**config.mk**
```make
export PLATFORM = sky130hd
export DESIGN_NAME = block_uart_tx
export DESIGN_NICKNAME = d
export VERILOG_FILES = /design/src/rtl/cb_uart_pkg.sv /design/src/rtl/uart_tx_byte.sv /design/src/rtl/block_uart_tx.sv
export SDC_FILE = /design/constraint.sdc
export NUM_CORES = 1
export LEC_CHECK = 0
export BUFFER_PORTS_ARGS = -buffer_cell sky130_fd_sc_hd__buf_4
export CAP_MARGIN = 25
export CORE_MARGIN = 2
export CORE_UTILIZATION = 55
export DETAILED_ROUTE_END_ITERATION = 12
export PLACE_DENSITY = 0.79
export SLEW_MARGIN = 20
export SYNTH_ARGS = -nofsm -noshare
export SYNTH_HDL_FRONTEND = slang
export SYNTH_SLANG_ARGS = --single-unit
```
**constraint.sdc**
```tcl
create_clock -name clk -period 2.9 [get_ports clk]
set_input_delay 0.145 -clock clk [delete_from_list [all_inputs] [get_ports clk]]
set_output_delay 0.145 -clock clk [all_outputs]
set_load 0.005 [all_outputs]
```
**src/rtl/cb_uart_pkg.sv**
```systemverilog
// Shared definitions for the block UART transmitter.
//   FRAME_BITS : start + 8 data + parity + stop
//   DATA_BITS  : payload bits per byte
//   PARITY_ODD : 1 selects odd parity, 0 selects even
//   blk_state_t: block-level FSM states
//   tx_state_t : per-byte frame FSM states
//   odd_parity : parity bit for one data byte
package cb_uart_pkg;

  localparam int FRAME_BITS = 11;
  localparam int DATA_BITS  = 8;
  localparam int PARITY_ODD = 1;

  typedef enum logic [1:0] {
    IDLE,
    SEND,
    DONE
  } blk_state_t;

  typedef enum logic [2:0] {
    TX_IDLE,
    TX_START,
    TX_DATA,
    TX_PARITY,
    TX_STOP
  } tx_state_t;

  // Parity bit that makes the total count of ones (data + parity) odd.
  function automatic logic odd_parity(input logic [7:0] d);
    return (PARITY_ODD != 0) ? ~^d : ^d;
  endfunction

endpackage

```
**src/rtl/uart_tx_byte.sv**
```systemverilog
// One-byte UART frame serializer: start(0), d[0]..d[7], parity, stop(1).
// Each bit lasts exactly BAUD_DIV clock cycles.
// Ports:
//   clk       in   system clock, posedge
//   rst       in   synchronous active-high reset
//   send      in   request a frame; sampled when idle and in the last stop-bit cycle
//   din[7:0]  in   byte captured when a frame starts
//   tx_out    out  serial line, registered, idle high
//   byte_done out  high during the last cycle of the stop bit
//
// state     | meaning
// TX_IDLE   | line high, waiting for send
// TX_START  | driving start bit (0)
// TX_DATA   | driving data bits, LSB first
// TX_PARITY | driving parity bit
// TX_STOP   | driving stop bit (1); may chain straight into the next start bit
module uart_tx_byte
  import cb_uart_pkg::*;
#(
  parameter int BAUD_DIV = 10
) (
  input  logic       clk,
  input  logic       rst,
  input  logic       send,
  input  logic [7:0] din,
  output logic       tx_out,
  output logic       byte_done
);

  localparam int BW = (BAUD_DIV > 1) ? $clog2(BAUD_DIV) : 1;
  localparam int IW = $clog2(FRAME_BITS);
  localparam logic [BW-1:0] BAUD_MAX      = BW'(BAUD_DIV - 1);
  localparam logic [IW-1:0] LAST_DATA_IDX = IW'(DATA_BITS);

  tx_state_t       r_state;
  tx_state_t       w_state_nxt;
  logic [BW-1:0]   r_baud;
  logic [IW-1:0]   r_bit_idx;
  logic [7:0]      r_shift;
  logic            r_parity;
  logic            r_tx;
  logic            w_baud_last;
  logic            w_load;
  logic            w_byte_done;
  logic            w_tx_nxt;

  assign w_baud_last = (r_baud == BAUD_MAX);

  always_ff @(posedge clk) begin
    if (rst) begin
      r_state   <= TX_IDLE;
      r_baud    <= '0;
      r_bit_idx <= '0;
      r_shift   <= '0;
      r_parity  <= 1'b0;
      r_tx      <= 1'b1;
    end else begin
      r_state <= w_state_nxt;
      r_tx    <= w_tx_nxt;
      if (w_load) begin
        r_baud    <= '0;
        r_bit_idx <= '0;
        r_shift   <= din;
        r_parity  <= odd_parity(din);
      end else if (w_state_nxt == TX_IDLE) begin
        r_baud    <= '0;
        r_bit_idx <= '0;
      end else if (w_baud_last) begin
        r_baud    <= '0;
        r_bit_idx <= r_bit_idx + 1'b1;
        // Consume one data bit each time a data bit is placed on the line.
        if (w_state_nxt == TX_DATA) r_shift <= r_shift >> 1;
      end else begin
        r_baud <= r_baud + 1'b1;
      end
    end
  end

  always_comb begin
    w_state_nxt = r_state;
    case (r_state)
      TX_IDLE:   if (send) w_state_nxt = TX_START;
      TX_START:  if (w_baud_last) w_state_nxt = TX_DATA;
      TX_DATA:   if (w_baud_last && (r_bit_idx == LAST_DATA_IDX)) w_state_nxt = TX_PARITY;
      TX_PARITY: if (w_baud_last) w_state_nxt = TX_STOP;
      TX_STOP:   if (w_baud_last) w_state_nxt = send ? TX_START : TX_IDLE;
      default:   w_state_nxt = TX_IDLE;
    endcase
  end

  // tx is computed one cycle ahead so the line itself is a plain flop.
  always_comb begin
    w_byte_done = (r_state == TX_STOP) && w_baud_last;
    w_load      = send && ((r_state == TX_IDLE) || w_byte_done);
    w_tx_nxt    = r_tx;
    if (w_load) begin
      w_tx_nxt = 1'b0;
    end else if (r_state == TX_IDLE) begin
      w_tx_nxt = 1'b1;
    end else if (w_baud_last) begin
      case (w_state_nxt)
        TX_DATA:   w_tx_nxt = r_shift[0];
        TX_PARITY: w_tx_nxt = r_parity;
        default:   w_tx_nxt = 1'b1;
      endcase
    end
  end

  assign tx_out    = r_tx;
  assign byte_done = w_byte_done;

endmodule

```
**src/rtl/block_uart_tx.sv**
```systemverilog
// Sends a NUM_BYTES block over UART, most significant byte first, with no
// idle gap between bytes.
// Ports:
//   clk         in   system clock, posedge
//   rst         in   synchronous active-high reset (wins over start)
//   start       in   single-cycle request, honoured only in IDLE
//   data_in     in   block to send, captured on accepted start
//   tx_out      out  serial line, registered, idle high
//   busy        out  high while the block is being sent
//   done        out  one-cycle pulse after the last stop bit
//   byte_count  out  bytes fully sent in the current or last block
//
// state | meaning
// IDLE  | line idle, waiting for start
// SEND  | byte serializer running over the latched block
// DONE  | single-cycle completion pulse
module block_uart_tx
  import cb_uart_pkg::*;
#(
  parameter int CLK_FREQUENCY = 100_000_000,
  parameter int BAUD_RATE     = 19_200,
  parameter int NUM_BYTES     = 16
) (
  input  logic                           clk,
  input  logic                           rst,
  input  logic                           start,
  input  logic [8*NUM_BYTES-1:0]         data_in,
  output logic                           tx_out,
  output logic                           busy,
  output logic                           done,
  output logic [$clog2(NUM_BYTES+1)-1:0] byte_count
);

  localparam int BAUD_DIV = CLK_FREQUENCY / BAUD_RATE;
  localparam int BLK_W    = 8 * NUM_BYTES;
  localparam int CW       = $clog2(NUM_BYTES + 1);
  localparam logic [CW-1:0] LAST_CNT = CW'(NUM_BYTES - 1);

  blk_state_t       r_state;
  blk_state_t       w_state_nxt;
  logic [BLK_W-1:0] r_block;
  logic [BLK_W-1:0] w_block_shl;
  logic [CW-1:0]    r_count;
  logic             w_byte_done;
  logic             w_last_byte;
  logic             w_send;
  logic [7:0]       w_din;

  assign w_block_shl = r_block << 8;
  assign w_last_byte = w_byte_done && (r_count == LAST_CNT);

  always_ff @(posedge clk) begin
    if (rst) begin
      r_state <= IDLE;
      r_block <= '0;
      r_count <= '0;
    end else begin
      r_state <= w_state_nxt;
      if ((r_state == IDLE) && start) begin
        r_block <= data_in;
        r_count <= '0;
      end else if ((r_state == SEND) && w_byte_done) begin
        r_block <= w_block_shl;
        r_count <= r_count + 1'b1;
      end
    end
  end

  always_comb begin
    w_state_nxt = r_state;
    case (r_state)
      IDLE:    if (start) w_state_nxt = SEND;
      SEND:    if (w_last_byte) w_state_nxt = DONE;
      DONE:    w_state_nxt = IDLE;
      default: w_state_nxt = IDLE;
    endcase
  end

  // When a byte finishes, the serializer reloads in the same edge, so it must
  // see the byte that the shift is about to expose rather than the current one.
  always_comb begin
    busy   = (r_state == SEND);
    done   = (r_state == DONE);
    w_send = (r_state == SEND) && !w_last_byte;
    w_din  = w_byte_done ? w_block_shl[BLK_W-1 -: 8] : r_block[BLK_W-1 -: 8];
  end

  uart_tx_byte #(
    .BAUD_DIV (BAUD_DIV)
  ) u_tx_byte (
    .clk       (clk),
    .rst       (rst),
    .send      (w_send),
    .din       (w_din),
    .tx_out    (tx_out),
    .byte_done (w_byte_done)
  );

  assign byte_count = r_count;

endmodule

```
# Yosys cells after proc, flatten, opt, wreduce, memory -nomap -nowiden
# Index checks and enable logic that the tools add are counted.
totals:
  register_bits: 165
  inputBits: 131
  out_inout_bits: 8
op_classes:
  addsub: 3
  n_mux: 21
  eq_ne: 14
  n_reduce_logical: 22
ops:
  columns: ["cell", "count"]
  rows:
  - ["$mux 128", 2]
  - ["$mux 8", 5]
  - ["$mux 3", 5]
  - ["$pmux 3 s5", 1]
  - ["$add 13x1->13 const B", 1]
  - ["$eq 13x13->1 const B", 1]
  - ["$eq 3x2->1 const B", 4]
  - ["$reduce_xnor 8->1", 1]
  - ["$logic_and 1x1->1", 7]
  - ["$logic_not 3->1", 2]
  - ["$reduce_bool 2->1", 3]
  - ["$add 5x1->5 const B", 1]
  - ["$eq 5x4->1 const B", 1]
  - ["$add 4x1->4 const B", 1]
  - ["$eq 4x4->1 const B", 1]
  - ["$mux 1", 4]
  - ["$mux 2", 2]
  - ["$ne 2x1->1 const B", 2]
  - ["$pmux 2 s2", 1]
  - ["$reduce_or 4->1", 1]
  - ["$eq 3x1->1 const B", 1]
  - ["$eq 3x3->1 const B", 1]
  - ["$reduce_and 3->1", 1]
  - ["$reduce_bool 3->1", 1]
  - ["other kinds (10)", 10]

# Longest topological paths before layout
# Gate-level depths: netlist (run 1).
logic_depth:
  ltp_word: 13
  ltp_mapped: 8
  depth_no_buf: 7

# Cells and area by module
# Synthesis (run 1) repeated with hierarchy kept, for this count alone.
hier_totals:
  hier_cells: 795
  hier_area_um2: 7019.2
by_module_without_submodules:
  columns: ["mod", "cells_per_inst", "seq_area_each_um2", "instances", "area_per_inst_um2"]
  rows:
  - ["block_uart_tx", 622, 2702.6, 1, 5442.7]
  - ["uart_tx_byte", 173, 600.6, 1, 1576.5]

# Least setup slack after synthesis (run 1)
# OpenSTA, ideal clock, no wires.
synth_path:
  path_kind: "reg-to-reg"
  startpoint: "register u_tx_byte.r_baud[0]"
  endpoint: "register r_block[30]"
  arrival_time_ns: 1.907
  period_less_slack_ns: 2.049
  n_path_buf: 2
  setup_slack_ns: 0.851
  stages_incl_launch_ff: 9
  t_required_ns: 2.758
  cell_sequence: "dfxtp_1 ha_1 and4b_1 nand4_1 or2_2 buf_2 buf_1 nand2_1 a311oi_1"
synth_via:
  elab_chain_cells: 4
synth_lines:
  columns: ["element", "line", "rtl"]
  rows:
  - ["from (decl)", "uart_tx_byte.sv:37", "logic [BW-1:0] r_baud;"]
  - ["from (signal assigned)", "uart_tx_byte.sv:74", "r_baud <= r_baud + 1'b1;"]
  - ["$eq 13x13->1", "uart_tx_byte.sv:47", "assign w_baud_last = (r_baud == BAUD_MAX);"]
  - ["$logic_and 1x1->1", "uart_tx_byte.sv:93", "w_byte_done = (r_state == TX_STOP) && w_baud_last;"]
  - ["$logic_and 1x1->1", "block_uart_tx.sv:62", "end else if ((r_state == SEND) && w_byte_done) begin"]
  - ["$reduce_bool 2->1 (no line)", null, null]
  - ["to (signal assigned)", "block_uart_tx.sv:60", "r_block <= data_in;"]
  - ["to (signal assigned)", "block_uart_tx.sv:63", "r_block <= w_block_shl;"]
  - ["to (decl)", "block_uart_tx.sv:41", "logic [BLK_W-1:0] r_block;"]
# No other way between the ends.
# A chain may end at the register's enable or synchronous reset.

# Final worst setup path (run 1)
layout_path:
  startpoint: "register u_tx_byte.r_baud[0]"
  endpoint: "register r_block[119]"
# The elaborated chain is that of the path after synthesis.

==> results.md, run 1 <==
- Final wirelength: 18100 microns
- RD Place Congestion: 0.817
- GRT Overall Usage: 25.3%
- Final worst slack: 549 ps
- DRT Pass-1 Iters: 4
- Main synth FF type: dfxtp_1
- Slew headroom: 44.5%
- Critical R2R Launch: u_tx_byte.r_baud[0]
- Syn_nets: 1066
- Fmax achieved: 0.425 GHz
- Seq cells post-synth: 165
- # setup viols final: 0
- Slew Viols, Final: 0
- DR DRC count: 0
- Register area: 3300 sq um
- Sequential-to-total area share from yosys stat: 44.6%
- Worst r2r dst: r_block[119]
- Initial detailed-routing violation count: 632
- I/O pin count: 139
- Routed vias: 6798
- Num rows: 42
- N_diodes: 0
- Status: finished, final reports clean
- Post-layout min period: 2350 ps
- Detailed placement HPWL: 11400 microns
- Worst-margin pin slew: 832 ps
- Final period util: 81.1%
- CTS max path bufs: 2
- Hold Crit Endpoint: r_block[11]
- Synth cell types: 45
- Grt ovf: 0
- Hold path depth: 3
- VDD IR-drop max: 460 uV
- Layout Nets: 1165
- Combinational share of power: 11.4%
- Arrival @ worst endpoint: 2660 ps
- Filler Cell Count: 1078
- Number of max-cap violations: 0
- CTS H-tree depth: 4
- Clock Power Share: 40.7%
- End-of-flow core utilization: 69.4%
- Die Ht: 120 microns
- EDFF count, synth: 0
- Vias in the first global route: 6331
- Pin count of the biggest net entering global routing: 80
- Post-Syn Instances: 930
- Pint: 4030 uW
- Clk_lat worst skew: 420 ps
- Lkg Pwr: 0.00346 uW
- Reg power frac: 47.9%
- Psw: 1260 uW
- Pre-CTS WS: 590 ps
- Initial Utilization: 56.2%
- Setup TNS Final: 0 ps
- Mapped Area: 7410 sq um
- Pwr Density: 579 nW/um^2
- Reg clk slew, reported paths: 60 ps
- Final ANT Viol Nets: 0
- Min-delay worst type: primary input to register
- Initial antenna violation count: 0
- Unrepaired setup endpoints after global routing: no
- YS warnings: 0
- Port bufs: 138
- Clock Tree Root: clkbuf_16
- Die Width: 120 microns
- Num Clock Sinks: 165
- Worst R2R Setup Slack: 550 ps
- Async SR Flop Fraction: 0%
- Num CTS Buffers: 17
- Area of the multi-input gates: 3760 sq um
- Avg Cell Area, Syn: 7.97 sq um
- DR vias/cell: 5.58
- First-pass GRT wire length: 29600 microns
- Beginning of the worst hold path: data_in[11]
- Final hold viol count: 0
- Core Footprint: 13200 sq um
- Worst setup EP type: register
- Worst r2r path cells: 7
- WL/cell: 14.9 microns
- Worst setup path class: register to register
- Max FO, Critical Path: 46
- Share of layout cells above drive strength 1: 18.3%
- Switching Share: 23.9%
- CTS tree: built
- Synthesis-to-layout area growth: 23.6%
- Post-CTS setup buffer count: 0
- DIE AREA: 14400 sq um
- CP required: 3210 ps
- Clk_skew: 6.51 ps
- Worst setup SP type: register
[critical path, stage by stage (launching register included)]
cell,delay [ps]
dfxtp_1,370
ha_1,270
and4b_1,330
nand3_4,150
nor3_4,210
buf_4,440
nand2_1,110
a311oi_1,330
[cell families after synthesis]
group | Yosys count | share of synthesized area, %
AOI/OAI and AO/OA | 158 | 17.4
xor gates and xnor gates | 28 | 3.31
adders and majority gates | 5 | 0.844
buffers and inverters | 89 | 4.93
DFF | 165 | 44.6
muxes | 20 | 2.82
and+or+nand+nor | 465 | 26.1
[sequential cells by signal (all words and copies together) (netlist names)]
register / cells
u_tx_byte.r_state: 3
r_state: 2
byte_count: 5
u_tx_byte.r_baud: 13
r_block: 128
u_tx_byte.tx_out: 1
u_tx_byte.r_shift: 8
u_tx_byte.r_parity: 1
u_tx_byte.r_bit_idx: 4
[power groups by stage]
stage          Sequential, uW  Combinational (uW)  Clock, uW
6_report                 2540                 605       2160
5_1_grt                  2550                 676       2280
3_5_place_dp             2580                 592          0
3_3_place_gp             2580                 582          0
2_1_floorplan            2550                 379          0
4_1_cts                  2530                 605       2180
[final cells by class]
type	count	share of cell area (%)
Multi-Input combinational cell	676	41.0
Inverter	10	0.410
Clock buffer	29	5.68
Sequential cell	165	36.1
Timing Repair Buffer	159	13.9
Tap cell	176	2.41
Clock inverter	3	0.437
[how the worst max path moves through the flow]
stage	startpoint	endpoint	slack (ps)
after global placement	u_tx_byte.r_baud[9]	u_tx_byte.r_shift[3]	630
after CTS	u_tx_byte.r_baud[0]	r_block[119]	540
final	u_tx_byte.r_baud[0]	r_block[119]	550
after detailed placement	u_tx_byte.r_baud[9]	u_tx_byte.r_shift[3]	590
after global routing	u_tx_byte.r_baud[0]	r_block[115]	400
after floorplan	u_tx_byte.r_baud[0]	r_block[30]	850
[synthesized netlist by cell type, drive strengths merged (10+ instances only)]
master / number / share of area [%]
a21oi: 18 / 1.2
a311oi: 121 / 14
buf: 28 / 1.8
clkbuf: 51 / 2.6
dfxtp: 165 / 45
inv: 10 / 0.51
mux2i: 13 / 1.8
nand2: 252 / 13
nand3: 18 / 1.4
nor2: 154 / 7.8
nor3: 12 / 0.88
xnor2: 22 / 2.6
[stage by stage]
step	instance area (sq um)	hold WS (ps)	cells	total power [uW]
2_1_floorplan	7410	281	930	2930
3_3_place_gp	8520	395	1178	3160
3_5_place_dp	8520	409	1178	3170
4_1_cts	9160	2.84	1218	5320
5_1_grt	9160	0.793	1218	5510
6_report	9160	7.88	1218	5300
[placed cells by master, fill, tap and decap left out, types with 5 or more instances in the layout]
cell	synthesis	layout
a21oi_1	18	18
nand2_1	252	251
clkbuf_16	0	17
buf_12	0	5
dfxtp_1	165	165
nor3_1	11	11
a211oi_1	8	8
clkbuf_8	0	5
nor2_1	154	154
xor2_1	6	6
mux2i_1	13	13
xnor2_1	22	22
inv_1	10	10
nand3_1	17	17
a311oi_1	121	121
buf_4	0	146
ha_1	5	5
dlygate4sd3_1	0	8
mux2_2	7	7
clkbuf_1	51	7
[routing by layer]
layer | track usage (%) | wire, microns
met3 | 6.80 | 929
met5 | 0 | 0
met2 | 40.6 | 8680
met1 | 32.7 | 8130
met4 | 9.12 | 356
[what timing repair did]
item	4_1_cts	5_1_grt
hold endpoints to repair	8	0
hold buffers	8	0
resized for setup	0	0
(Power assumes the default switching activity.)
==> inputs of run 2 (changes only) <==
- ABC_AREA: unset -> 1
- CORE_UTILIZATION: 55 -> 51
- PLACE_DENSITY: 0.79 -> 0.77
- clock period: 2.9 -> 2.04 ns (I/O delays scaled with it)
==> run 2 against run 1 <==
Sequential power increased by 43%. Worst hold slack better by 10 ps. Clock power grew 53%. Highest routed layer unchanged. Largest cell class unchanged. Worst setup slack lost 540 ps.
==> results.md, run 2 <==
- Status: finished, final reports clean
- Pin count of the biggest net entering global routing: 133
- Clk_lat worst skew: 430 ps
- YS warnings: 0
- Sequential-to-total area share from yosys stat: 41.9%
- Post-Syn Instances: 1046
- Synth Area in Adders: 0.794%
- Grt ovf: 0
- RD Place Congestion: 0.877
- DR DRC count: 0
- Vias in the first global route: 8175
- Port bufs: 138
- End-of-flow core utilization: 74.8%
- Crit-path leading delay family: simple AND/OR/NAND/NOR gates
- Slew headroom: 58.9%
- Regs by FF count: r_block x128, u_tx_byte.r_baud x13, u_tx_byte.r_shift x8
- Setup TNS Final: 0 ps
- GRT Overall Usage: 29.2%
- Max FO, Critical Path: 10
- DIE AREA: 16500 sq um
- Clk_skew: 17.9 ps
- Num rows: 45
- Mapped Area: 7880 sq um
- CTS H-tree depth: 4
- Final ANT Viol Nets: 0
- Synth top area cells: dfxtp_1 (42%), nand2_1 (17%), a311oi_1 (12%)
- CTS tree: built
- Synth Area in Compound Gates: 16.3%
- Reg power frac: 42.6%
- Share of layout cells above drive strength 1: 22.2%
- Worst-margin pin slew: 617 ps
- Die Width: 128 microns
- Critical path buffer and inverter count: 3
- Combinational share of power: 18.5%
- Psw: 2370 uW
- Switching Share: 27.8%
- Initial antenna violation count: 0
- Worst setup path class: register to register
- VDD IR-drop max: 636 uV
- Num CTS Buffers: 17
- Avg Cell Area, Syn: 7.54 sq um
- Combinational family with the most area after synthesis: simple AND/OR/NAND/NOR gates
- Post-synthesis mux area share: 0%
- CTS max path bufs: 2
- Final hold viol count: 0
- Most common cell in the synthesized netlist: nand2_1
- Min-delay worst type: primary input to register
- # setup viols final: 0
- Critical path, cell by cell: ha_4 -> nand2_4 -> inv_2 -> nand2_4 -> nor2_8 -> nand3_4 -> nand2_4 -> nand3_4 -> buf_6 -> buf_16 -> a21oi_4 -> nand2_4 -> o21ai_4 -> nor2_2
- Pint: 6140 uW
- Async SR Flop Fraction: 0%
- DRT Pass-1 Iters: 6
- Post-synth top area share: 41.9%
- Initial detailed-routing violation count: 618
- Worst setup SP type: register
- DR vias/cell: 5.59
- Worst setup EP type: register
- WL/cell: 16.6 microns
- Synth top cells by count: nand2_1 (351), dfxtp_1 (165), nor2_1 (143), a311oi_1 (112), clkbuf_1 (43)
- Most frequent cells in the layout: nand2_1 (344), dfxtp_1 (163), buf_4 (154), nor2_1 (141), dlygate4sd3_1 (125)
- Arrival @ worst endpoint: 2320 ps
- Synth cell types: 39
- Initial Utilization: 52.1%
- Reg clk slew, reported paths: 60 ps
- Layout Nets: 1424
- CP required: 2340 ps
- Seq cells post-synth: 165
- Core Footprint: 15100 sq um
- Largest area contributor in the netlist: dfxtp_1
- Fmax achieved: 0.493 GHz
- Slowest CP cell: dfxtp_2
- Commonest non-fill, non-tap cell in the layout: nand2_1
- I/O pin count: 139
- Routed vias: 8337
- Clock Power Share: 38.9%
- Syn_nets: 1182
- Die Ht: 128 microns
- Num Clock Sinks: 165
- Main synth FF type: dfxtp_1
- Slowest stage delay, CP: 360 ps
- Cell mode on critical path: nand2_4
- Number of max-cap violations: 0
- Final period util: 99.5%
- Max reg flops: 128
- Top reg by flops: r_block
- Detailed placement HPWL: 13200 microns
- Clock Tree Root: clkbuf_16
- Simple logic cell fraction of the synthesized area: 32.1%
- First-pass GRT wire length: 38700 microns
- Synthesis-to-layout area growth: 43.6%
- Xor/xnor share of the synthesized area: 1.44%
- Final wirelength: 24800 microns
- Unrepaired setup endpoints after global routing: yes
- EDFF count, synth: 0
- Lkg Pwr: 0.00465 uW
- Post-layout min period: 2030 ps
- Pwr Density: 751 nW/um^2
- Slew Viols, Final: 0
## run 2: cells by family after synthesis
family	Yosys count
AO/OA/AOI/OAI	163
flip-flops	165
XOR/XNOR	13
AND/OR/NAND/NOR	574
adder cells (fa/ha/maj)	5
buffers and inverters	126
## run 2: repair_timing
action                                  4_1_cts  5_1_grt
hold buffers                                125        0
endpoints found under the hold margin       125        0
gates resized for setup                       5       33
cloned                                        1        5
endpoints found under the setup margin       14      131
setup buffers                                 1        8
pin swaps                                     0        7
## run 2: per-stage QoR
| step | power (uW) | hold WS (ps) | instances | cell area [sq um] | setup slack [ps] |
|---|---|---|---|---|---|
| detailed placement | 4880 | 372 | 1317 | 9060 | -121 |
| floorplan | 4460 | 251 | 1046 | 7880 | 153 |
| global route | 8860 | 20.4 | 1489 | 11300 | -106 |
| CTS | 8350 | 5.95 | 1476 | 11000 | 15.3 |
| finish | 8510 | 17.9 | 1491 | 11300 | 10.3 |
| global placement | 4850 | 375 | 1317 | 9060 | -7.49 |
## run 2: final cells by class
class | instances | area (sq um)
Antenna cell | 2 | 5.00
Clock buffer | 20 | 467
Clock inverter | 12 | 144
Fill cell | 1016 | 3820
Inverter | 51 | 211
Multi-Input combinational cell | 756 | 4170
Sequential cell | 165 | 3310
Tap cell | 188 | 235
Timing Repair Buffer | 297 | 2790
## run 2: path summary, 6_finish.rpt
kind	start	cells past startpoint	endpoint	slack, ps
hold reg to reg	r_block[0]	2	r_block[0]	470
setup / recovery	u_tx_byte.r_baud[1]	14	u_tx_byte.r_shift[1]	10
setup reg to reg	u_tx_byte.r_baud[1]	14	u_tx_byte.r_shift[1]	10
hold / removal	data_in[83]	3	r_block[83]	20
## run 2: power groups by stage
stage	registers (uW)	logic [uW]	clock network, uW
CTS	3610	1430	3320
detailed placement	3680	1200	0
global route	3640	1720	3490
global placement	3670	1180	0
finish	3630	1580	3310
floorplan	3630	827	0
## run 2: routing by layer
metal	GRT usage (%)	vias up	routed length, microns
li1	-	4011	-
met1	33.1	3904	9760
met2	52.9	339	12900
met3	6.69	83	1300
met4	12.3	0	753
met5	0	-	0
## run 2: worst register-to-register path: cells and delay by family (launching register included)
kind	cells	cell delay, ps
adders and majority gates	1	160
buffers and inverters	3	380
AOI/OAI and AO/OA	2	240
DFF	1	360
and+or+nand+nor	8	770
